[config.mk]
export PLATFORM = sky130hd
export DESIGN_NAME = lcd_bus_arbiter
export DESIGN_NICKNAME = d
export VERILOG_FILES = /design/src/rtl/lcd_pkg.sv /design/src/rtl/lcd_cmd_fifo.sv /design/src/rtl/lcd_bus_arbiter.sv
export SDC_FILE = /design/constraint.sdc
export NUM_CORES = 1
export LEC_CHECK = 0
export CORE_MARGIN = 4
export CORE_UTILIZATION = 33
export DETAILED_ROUTE_END_ITERATION = 6
export GPL_TIMING_DRIVEN = 0
export PLACE_DENSITY = 0.75
export SLEW_MARGIN = 20
export SYNTH_ARGS = -nofsm -noshare
export SYNTH_HDL_FRONTEND = slang
export SYNTH_SLANG_ARGS = --single-unit
[constraint.sdc]
create_clock -name clk -period 1.4 [get_ports clk]
set_clock_uncertainty 0.15 [all_clocks]
set_input_delay 0.28 -clock clk [delete_from_list [all_inputs] [get_ports clk]]
set_output_delay 0.28 -clock clk [all_outputs]
set_load 0.05 [all_outputs]
[src/rtl/lcd_pkg.sv]
// Shared definitions for the UC1611 LCD write path: arbiter FSM states,
// CD levels, command FIFO entry layout and common controller opcodes.
package lcd_pkg;

  typedef enum logic [1:0] {
    ARB_IDLE,
    ARB_SETUP,
    ARB_STROBE,
    ARB_HOLD
  } arb_state_t;

  localparam logic LCD_CD_CMD  = 1'b0;
  localparam logic LCD_CD_DATA = 1'b1;

  localparam logic [7:0] SET_GAIN_POT    = 8'h81;
  localparam logic [7:0] SYS_RESET       = 8'he2;
  localparam logic [7:0] SET_SCROLL_LINE = 8'h40;
  localparam logic [7:0] SET_DISPLAY_EN  = 8'haf;

  typedef struct packed {
    logic       cd;
    logic [7:0] data;
  } cmd_entry_t;

  function automatic int unsigned max_u(input int unsigned a, input int unsigned b);
    return (a > b) ? a : b;
  endfunction

endpackage

[src/rtl/lcd_cmd_fifo.sv]
// Synchronous {cd,data} command FIFO; power-of-2 depth so pointers wrap
// naturally. Push is ignored when full, pop is ignored when empty.
module lcd_cmd_fifo
  import lcd_pkg::*;
#(
  parameter int unsigned DEPTH = 4
) (
  input  logic       clk,
  input  logic       reset,
  input  logic       push,
  input  cmd_entry_t push_entry,
  input  logic       pop,
  output cmd_entry_t head,
  output logic       full,
  output logic       empty
);

  localparam int unsigned PTR_W = (DEPTH > 1) ? $clog2(DEPTH) : 1;
  localparam int unsigned CNT_W = PTR_W + 1;

  cmd_entry_t       mem [DEPTH];
  logic [PTR_W-1:0] wr_ptr;
  logic [PTR_W-1:0] rd_ptr;
  logic [CNT_W-1:0] count;
  logic             push_ok;
  logic             pop_ok;

  assign full    = (count == CNT_W'(DEPTH));
  assign empty   = (count == '0);
  assign push_ok = push && !full;
  assign pop_ok  = pop && !empty;
  assign head    = mem[rd_ptr];

  always_ff @(posedge clk) begin
    if (push_ok) begin
      mem[wr_ptr] <= push_entry;
    end
  end

  always_ff @(posedge clk) begin
    if (reset) begin
      wr_ptr <= '0;
      rd_ptr <= '0;
      count  <= '0;
    end else begin
      if (push_ok) begin
        wr_ptr <= wr_ptr + PTR_W'(1);
      end
      if (pop_ok) begin
        rd_ptr <= rd_ptr + PTR_W'(1);
      end
      case ({push_ok, pop_ok})
        2'b10:   count <= count + CNT_W'(1);
        2'b01:   count <= count - CNT_W'(1);
        default: count <= count;
      endcase
    end
  end

endmodule

[src/rtl/lcd_bus_arbiter.sv]
// UC1611 parallel write-bus owner: pixel stream has priority, commands go out
// only in vblank with no pixel pending. LCD_ARB_CMD_FIFO_EN adds a command FIFO.
module lcd_bus_arbiter
  import lcd_pkg::*;
#(
  parameter int unsigned WR_LOW    = 1,
  parameter int unsigned WR_HIGH   = 1,
  parameter int unsigned CMD_DEPTH = 4
) (
  input  logic       clk,
  input  logic       reset,
  input  logic       vblank,
  input  logic       px_valid,
  input  logic [7:0] px_data,
  output logic       px_ready,
  input  logic       cmd_valid,
  input  logic [7:0] cmd_data,
  input  logic       cmd_cd,
  output logic       cmd_ready,
  output logic [7:0] lcd_data,
  output logic       lcd_cd,
  output logic       lcd_write_n,
  output logic       busy
);

  localparam int unsigned PHASE_MAX = max_u(WR_LOW, WR_HIGH);
  localparam int unsigned CNT_W     = (PHASE_MAX > 1) ? $clog2(PHASE_MAX) : 1;
  localparam logic [CNT_W-1:0] LOW_LAST  = CNT_W'(WR_LOW - 1);
  localparam logic [CNT_W-1:0] HIGH_LAST = CNT_W'(WR_HIGH - 1);

  arb_state_t       state;
  arb_state_t       state_next;
  logic [CNT_W-1:0] cnt;
  logic [CNT_W-1:0] cnt_next;

  logic       idle;
  logic       cmd_grant;
  logic       head_valid;
  cmd_entry_t head;
  logic       take_px;
  logic       take_cmd;

  assign idle      = (state == ARB_IDLE);
  assign px_ready  = idle;
  assign cmd_grant = idle && vblank && !px_valid;
  assign take_px   = idle && px_valid;
  assign take_cmd  = cmd_grant && head_valid;
  assign busy      = !idle;

`ifdef LCD_ARB_CMD_FIFO_EN
  logic fifo_full;
  logic fifo_empty;

  assign cmd_ready  = !fifo_full;
  assign head_valid = !fifo_empty;

  lcd_cmd_fifo #(
    .DEPTH(CMD_DEPTH)
  ) u_cmd_fifo (
    .clk       (clk),
    .reset     (reset),
    .push      (cmd_valid && !fifo_full),
    .push_entry('{cd: cmd_cd, data: cmd_data}),
    .pop       (take_cmd),
    .head      (head),
    .full      (fifo_full),
    .empty     (fifo_empty)
  );
`else
  assign cmd_ready  = cmd_grant;
  assign head_valid = cmd_valid;
  assign head       = '{cd: cmd_cd, data: cmd_data};
`endif

  always_comb begin
    state_next = state;
    cnt_next   = cnt;
    case (state)
      ARB_IDLE: begin
        if (take_px || take_cmd) begin
          state_next = ARB_SETUP;
        end
      end
      ARB_SETUP: begin
        state_next = ARB_STROBE;
        cnt_next   = '0;
      end
      ARB_STROBE: begin
        if (cnt == LOW_LAST) begin
          state_next = ARB_HOLD;
          cnt_next   = '0;
        end else begin
          cnt_next = cnt + CNT_W'(1);
        end
      end
      ARB_HOLD: begin
        if (cnt == HIGH_LAST) begin
          state_next = ARB_IDLE;
          cnt_next   = '0;
        end else begin
          cnt_next = cnt + CNT_W'(1);
        end
      end
      default: begin
        state_next = ARB_IDLE;
        cnt_next   = '0;
      end
    endcase
  end

  // Strobe is registered from the next state so the pin is glitch-free yet
  // still low for exactly the STROBE cycles.
  always_ff @(posedge clk) begin
    if (reset) begin
      state       <= ARB_IDLE;
      cnt         <= '0;
      lcd_write_n <= 1'b1;
      lcd_cd      <= LCD_CD_CMD;
      lcd_data    <= '0;
    end else begin
      state       <= state_next;
      cnt         <= cnt_next;
      lcd_write_n <= (state_next != ARB_STROBE);
      if (take_px) begin
        lcd_data <= px_data;
        lcd_cd   <= LCD_CD_DATA;
      end else if (take_cmd) begin
        lcd_data <= head.data;
        lcd_cd   <= head.cd;
      end
    end
  end

endmodule
==> results.md <==
* Peak fanout along the critical path at 2
* Post-route non-filler standard cell count at 141
* Inserted Clock Buffers at 3
* Met1 GRT Util at approximately 16%
* Slew Limit Fails at 0
* Met2 usage at 23.3%
* Syn Area/Cell at roughly 9.3 um2
* Top post-synthesis cells by area: dfxtp_1 38%, a311oi_2 19%, a21oi_1 7.1%, nand3_1 6.3%, ha_1 6.0%
* CP required at roughly 0.97 ns
* GP Congestion at roughly 0.84
* Cell accounting for the most synthesized area: dfxtp_1
* Total global routing overflow at 0
* Hpwl dp at ~1300 um
* NumNets Final at between 100 and 150
* R2R depth at 7
* CTS Buffer Depth at 2
* Endpoint class of the critical path: output pin
* Worst EP arrival at ~1.3 ns
* Clock slew at reported path FFs at 0.08 ns
* I/O pin count at 35
* First-pass GRT wire length at between 2000 and 3000 um
* Pwr per Cell Area at 2500 nW/um2
* CTS tree: done
* RSZ-0062 raised after global routing: true
* Hold Fails Final Rpt at 0
* DR vias at 695
* Tcrit/Tclk final at 125%
* Initial Util at between 30% and 40%
* Seq/Total Area, Yosys at between 30% and 40%
* Sink Count at 12
* Number of distinct library cells after synthesis at 21
* # hold bufs at CTS at 0
* Register Area at roughly 240 um2
* Failing checks: setup timing
* Die footprint at about 2700 um2
* Antenna-violating nets left at 0
* Syn nets at 93
* Fin crit period at 1.74 ns
* Rows at 15
* Synth top area share at 38.1%
* Ratio of cells with drive above 1 in the final layout at roughly 50%
* Core area at 1760 um2
* Synth Register Bits at 12
* Routing usage on met3 at between 4 and 5%
* Global Route Usage Sum at 13.8%
* Final setup fails at 12
* Synthesized area at between 600 and 700 um2
* # Max-Cap Violations at 0
* HP Class: input port to flop
* Die H at approximately 52 um
* Warnings, synthesis at 0
* Top Usage Layer GRT: met2
* PnR worst setup slack at -0.344 ns
* Drt total wl at between 2000 and 2500 um
* Largest net degree at the start of global routing at 11
* DR pass1 iterations at 3
* First DRT Iteration DRCs at 3
* Fillers at approximately 140
* Number of global-route vias before repair at roughly 600
* ANT cells at 0
* Slew @ Worst Pin at around 0.3 ns
* Final Power at 3070 uW
* Lkg Pwr at ~0.00052 uW
* Routed length per instance at ~15 um
* CTS HTree Levels at 1
* Residual DRC at 0
* Status: complete, but fails checks
* Rel. slew slack at 79.4%
* # port buffers at 34
* P&R area growth vs syn at 94.8%
* Vias per inst at between 4 and 5
* Crit path launch type: flop
* Initial antenna violation count at 0
* # placed instances at 127
* Area of the multi-input gates at about 400 um2
* CP Class: flop to output pin
* Root Buffer: clkbuf_4
* Mapped Cells at between 60 and 70
* Pre-CTS WS at -0.996 ns
* Fmax at ~0.57 GHz
* WHS Path Cells at 2
* Worst-Skew Late Latency at 0.27 ns
* Die Wd at about 52 um
* VDD IR max at between 0.002 and 0.0025 V
## worst max-delay path, cell delays in order, from the launching register on
cell	delay [ns]
dfxtp_2	0.33
inv_2	0.07
ha_4	0.15
buf_8	0.11
inv_8	0.03
nor3b_4	0.17
buf_6	0.18
## sequential cells by signal (all words and copies together) (netlist names)
signal       cells
state            2
lcd_cd           1
lcd_write_n      1
lcd_data         8
## area by class of cell
| class | instances | share of cell area, % |
|---|---|---|
| flip-flops and latches | 12 | 19.8 |
| clock buffers | 4 | 2.95 |
| plain buffers | 5 | 4.38 |
| multi-input cells | 47 | 33.3 |
| inverters | 3 | 1.53 |
| well taps | 25 | 2.55 |
| repair buffers | 45 | 35.5 |
## metrics by stage
| stage | hold WS (ns) | TNS [ns] | utilization, % | instance area, um2 |
|---|---|---|---|---|
| after floorplan | 0.194 | -0.385 | - | 671 |
| after global placement | 0.360 | -5.94 | 59.1 | 1040 |
| after detailed placement | 0.369 | -6.06 | 59.1 | 1040 |
| after CTS | 0.379 | -1.49 | 62.2 | 1100 |
| after global routing | 0.122 | -2.03 | 69.6 | 1230 |
| final | 0.119 | -1.44 | 69.6 | 1230 |
## report_power, final
| group | switching, uW | leakage, uW | internal, uW |
|---|---|---|---|
| Clock | 117 | 0.0000210 | 158 |
| Combinational | 1250 | 0.000402 | 992 |
| Sequential | 66.6 | 0.000100 | 483 |
| Total | 1430 | 0.000523 | 1630 |
## Yosys cell counts, drive strengths merged
cell type and n:
dfxtp 12, a21oi 9, a311oi 9, nand2 9, nand3 8, buf 5
ha 3, inv 3, nor2 2, a211oi 1, a21o 1, and2 1
clkbuf 1, nand2b 1, nor2b 1, nor3 1, nor3b 1
## per-layer routing
metal	wire [um]	part of all wire [%]	vias up
met5	0	0	-
met4	16	0.77	0
met3	115	5.6	2
met2	1080	52	23
met1	863	42	326
li1	-	-	344
## layout by cell type, fill, tap and decap left out, types with 2 or more instances in the layout
cell type        netlist  layout
dlymetal6s2s_1         0       2
ha_1                   3       2
buf_4                  1       7
nand3_1                8       6
dfxtp_1               12      10
buf_6                  1       2
clkdlybuf4s50_1        0      19
a21oi_1                9       7
dfxtp_2                0       2
buf_8                  0       6
buf_2                  3      11
nand3_2                0       2
clkbuf_16              0       2
clkbuf_4               0       3
inv_2                  1       2
a21oi_2                0       2
nand2_2                0       3
a311oi_2               8       8
nand2_1                9       5
## kinds of logic after synthesis
| family | Yosys count | synth area share, % |
|---|---|---|
| buf+inv | 9 | 7.74 |
| compound gates | 20 | 30.0 |
| fa+ha+maj | 3 | 5.95 |
| simple gates | 24 | 18.3 |
| flops | 12 | 38.1 |
## path summary, 6_finish.rpt
path / from / slack, ns / endpoint
worst min-delay path: vblank / 0.12 / lcd_cd
worst max-delay path: state[0] / -0.34 / cmd_ready
worst min register to register: lcd_cd / 0.36 / lcd_cd
worst max register to register: state[0] / -0.16 / lcd_data[3]
## repair_timing
item | in CTS | in global routing
gates cloned | 0 | 3
pin swaps | 1 | 4
setup buffers | 5 | 4
endpoints found under the hold margin | 0 | 0
endpoints found under the setup margin | 17 | 13
resized for setup | 76 | 22
Note: power is estimated with default switching activity, not from simulation.
==> RTL edit (same flow settings) <==
Add a define of `LCD_ARB_CMD_FIFO_EN`.
--- a/src/rtl/lcd_bus_arbiter.sv
+++ b/src/rtl/lcd_bus_arbiter.sv
@@ -1,5 +1,7 @@
 // UC1611 parallel write-bus owner: pixel stream has priority, commands go out
 // only in vblank with no pixel pending. LCD_ARB_CMD_FIFO_EN adds a command FIFO.
+`define LCD_ARB_CMD_FIFO_EN
+
 module lcd_bus_arbiter
   import lcd_pkg::*;
 #(
Check against the original RTL: not equivalent (a bounded check fails within 4 cycles, from zero or initial values and one cycle with reset high).
==> RTL edit against the unedited design <==
First-iteration DRC count grew to 42 times the old value; cell count is 140% higher; power is 120% higher; sequential power grew to 3.9 times the old value; cell area grew to 2.7 times the old value; largest cell class is now flip-flops and latches; synthesized area grew to 3.8 times the old value; sequential share of layout area is 25 points higher; the flow still finishes with violations (negative setup slack); synthesized cell count grew to 2.5 times the old value; maximum frequency is 19% lower; worst setup slack worse by 420 ps; routed wire length grew to 2.6 times the old value; sequential cell count is 45 higher.
==> RTL edit: results (changes against the unedited design) <==
| Metric | Value |
|---|---|
| Outcome | `finished with violations` |
| Violated checks | `negative setup slack` |
| Fillers | `628 (+360%)` |
| Net Count, Synth | `204 (+120%)` |
| Worst-path clk slew | `60 ps (-20 ps)` |
| Routability cong. | `0.7267 (-14%)` |
| First-pass GRT wire length | `8107 um (+200%)` |
| Critical Path Start | `u_cmd_fifo.count[1]$_SDFFE_PP0P_` |
| Layout Nets | `265 (+87%)` |
| Maximum vdd drop | `635.8 uV (-70%)` |
| Number of synthesized flops with an enable pin | `36 (+36)` |
| Seq/Total Area, Yosys | `63.19% (+25 points)` |
| Slowest cell on crit path | `or3b_4` |
| Synth top cells by count | `36 x edfxtp_1, 21 x dfxtp_1, 17 x a21oi_1, 16 x mux2_2` |
| Total CTS buffers | `9 (+6)` |
| Max FO, Critical Path | `2 (unchanged)` |
| Share of layout cells above drive strength 1 | `42.68% (-7.3 points)` |
| CP arrival | `2270 ps (+960 ps)` |
| ANT cells | `0 (unchanged)` |
| Reg2Reg Depth | `8 (+1)` |
| Top cells by area, synth | `edfxtp_1 45%, dfxtp_1 18%, mux2_2 7.6%` |
| Worst setup margin | `-764.3 ps (-420.7 ps)` |
| Clk Latency, worst-skew pair | `330 ps (+60 ps)` |
| Worst setup path class | `flop to flop` |
| CTS root buffer | `clkbuf_8` |
| Port Buf Inserts | `32 (-5.9%)` |
| WL/cell | `16.02 um (+9.0%)` |
| Post-synth cell types | `35 (+67%)` |
| Crit-path leading delay family | `simple AND/OR/NAND/NOR gates` |
| Reg2reg end | `u_cmd_fifo.count[2]$_SDFFE_PP0P_` |
| Relative slew slack | `65.52% (-14 points)` |
| H-tree depth | `3 (+2)` |
| GRT Total Usage | `12.60% (-1.2 points)` |
| Ys flop type | `edfxtp_1` |
| DR vias | `1629 (+130%)` |
| Leakage power | `1.234 nW (+140%)` |
| DR iter-0 viols | `126 (+123)` |
| Top flop regs | `u_cmd_fifo.mem (36), lcd_data (8), u_cmd_fifo.count (3)` |
| Setup violators final | `58 (+46)` |
| Drt first pass iters | `5 (+2)` |
| Detail Placement HPWL | `3330 um (+160%)` |
| Crit-path max cell delay | `420 ps (+90 ps)` |
| Sw Share | `34.57% (-12 points)` |
## RTL edit: cell count changes in the layout (fill, tap and decap cells not counted), moves of 7 or more
cell	change
buf_6	+9
buf_2	-7
mux2_2	+16
edfxtp_1	+36
a21oi_1	+7
a311oi_2	-8
clkbuf_8	+12
a222oi_1	+8
## RTL edit: worst register-to-register path: cells and delay by family (launching register included)
kind	cells	cell delay (ps)
and+or+nand+nor	3	830
DFF	1	340
xor gates and xnor gates	1	150
adders and majority gates	2	460
AOI/OAI and AO/OA	1	130
buffers and inverters	1	30
## RTL edit: worst min path at each step
stage	start	endpoint	slack [ps]	cells past startpoint
after floorplan	cmd_data[0]	u_cmd_fifo.mem[0][0]$_DFFE_PP_	230	0
after global placement	u_cmd_fifo.rd_ptr[1]$_SDFFE_PP0P_	u_cmd_fifo.rd_ptr[1]$_SDFFE_PP0P_	320	2
after CTS	reset	state[1]$_SDFF_PP0_	190	2
final	reset	u_cmd_fifo.count[0]$_SDFFE_PP0P_	220	2
after detailed placement	state[0]$_SDFF_PP0_	state[0]$_SDFF_PP0_	340	1
after global routing	cmd_valid	u_cmd_fifo.wr_ptr[1]$_SDFFE_PP0P_	230	3
## RTL edit: logic make-up after synthesis
group	share of synthesized area, %
AO/OA/AOI/OAI	12.06
XOR/XNOR	0.7374
adder cells (fa/ha/maj)	5.055
buffers and inverters	3.791
flip-flops	63.19
multiplexers	8.531
AND/OR/NAND/NOR	6.635
## RTL edit: power by group through the flow
stage,sequential (mW),clock [mW],combinational [mW]
final,2.15,1.63,2.87
after global routing,2.18,1.73,3.07
after CTS,2.14,1.65,2.39
after detailed placement,2.20,0,2.27
after global placement,2.19,0,2.22
after floorplan,2.55,0,1.32
## RTL edit: what timing repair did
item	CTS	global route
pin swaps	6	11
endpoints found under the setup margin	68	64
resized for setup	71	34
buffers inserted	12	8
endpoints found under the hold margin	0	0
gates cloned	0	2
## RTL edit: per-layer routing
metal | vias to the layer above | track usage, % | wire [um]
met3 | 8 | 3.331 | 298
met2 | 49 | 20.52 | 2706
met5 | - | 0 | 0
met1 | 784 | 15.23 | 2280
met4 | 0 | 6.593 | 80
li1 | 788 | - | -
## RTL edit: final cells by class
cell class,instances,area (um^2),area share [%]
inverters,8,30.03,0.8919
clock buffers,14,182.7,5.425
flip-flops and latches,57,1513,44.93
repair buffers,53,491.7,14.60
clock inverters,2,33.78,1.003
plain buffers,7,72.57,2.155
well taps,96,120.1,3.567
multi-input cells,98,923.4,27.42
## RTL edit: through the flow
step | cells | cell area [um^2] | setup TNS (ps) | setup slack, ps
finish | 335 | 3367 | -19500 | -764.3
global route | 335 | 3367 | -22040 | -828.4
CTS | 328 | 3201 | -18670 | -751.8
detailed placement | 301 | 2947 | -23820 | -1073
global placement | 301 | 2947 | -23050 | -1052
floorplan | 173 | 2506 | -12190 | -834.2
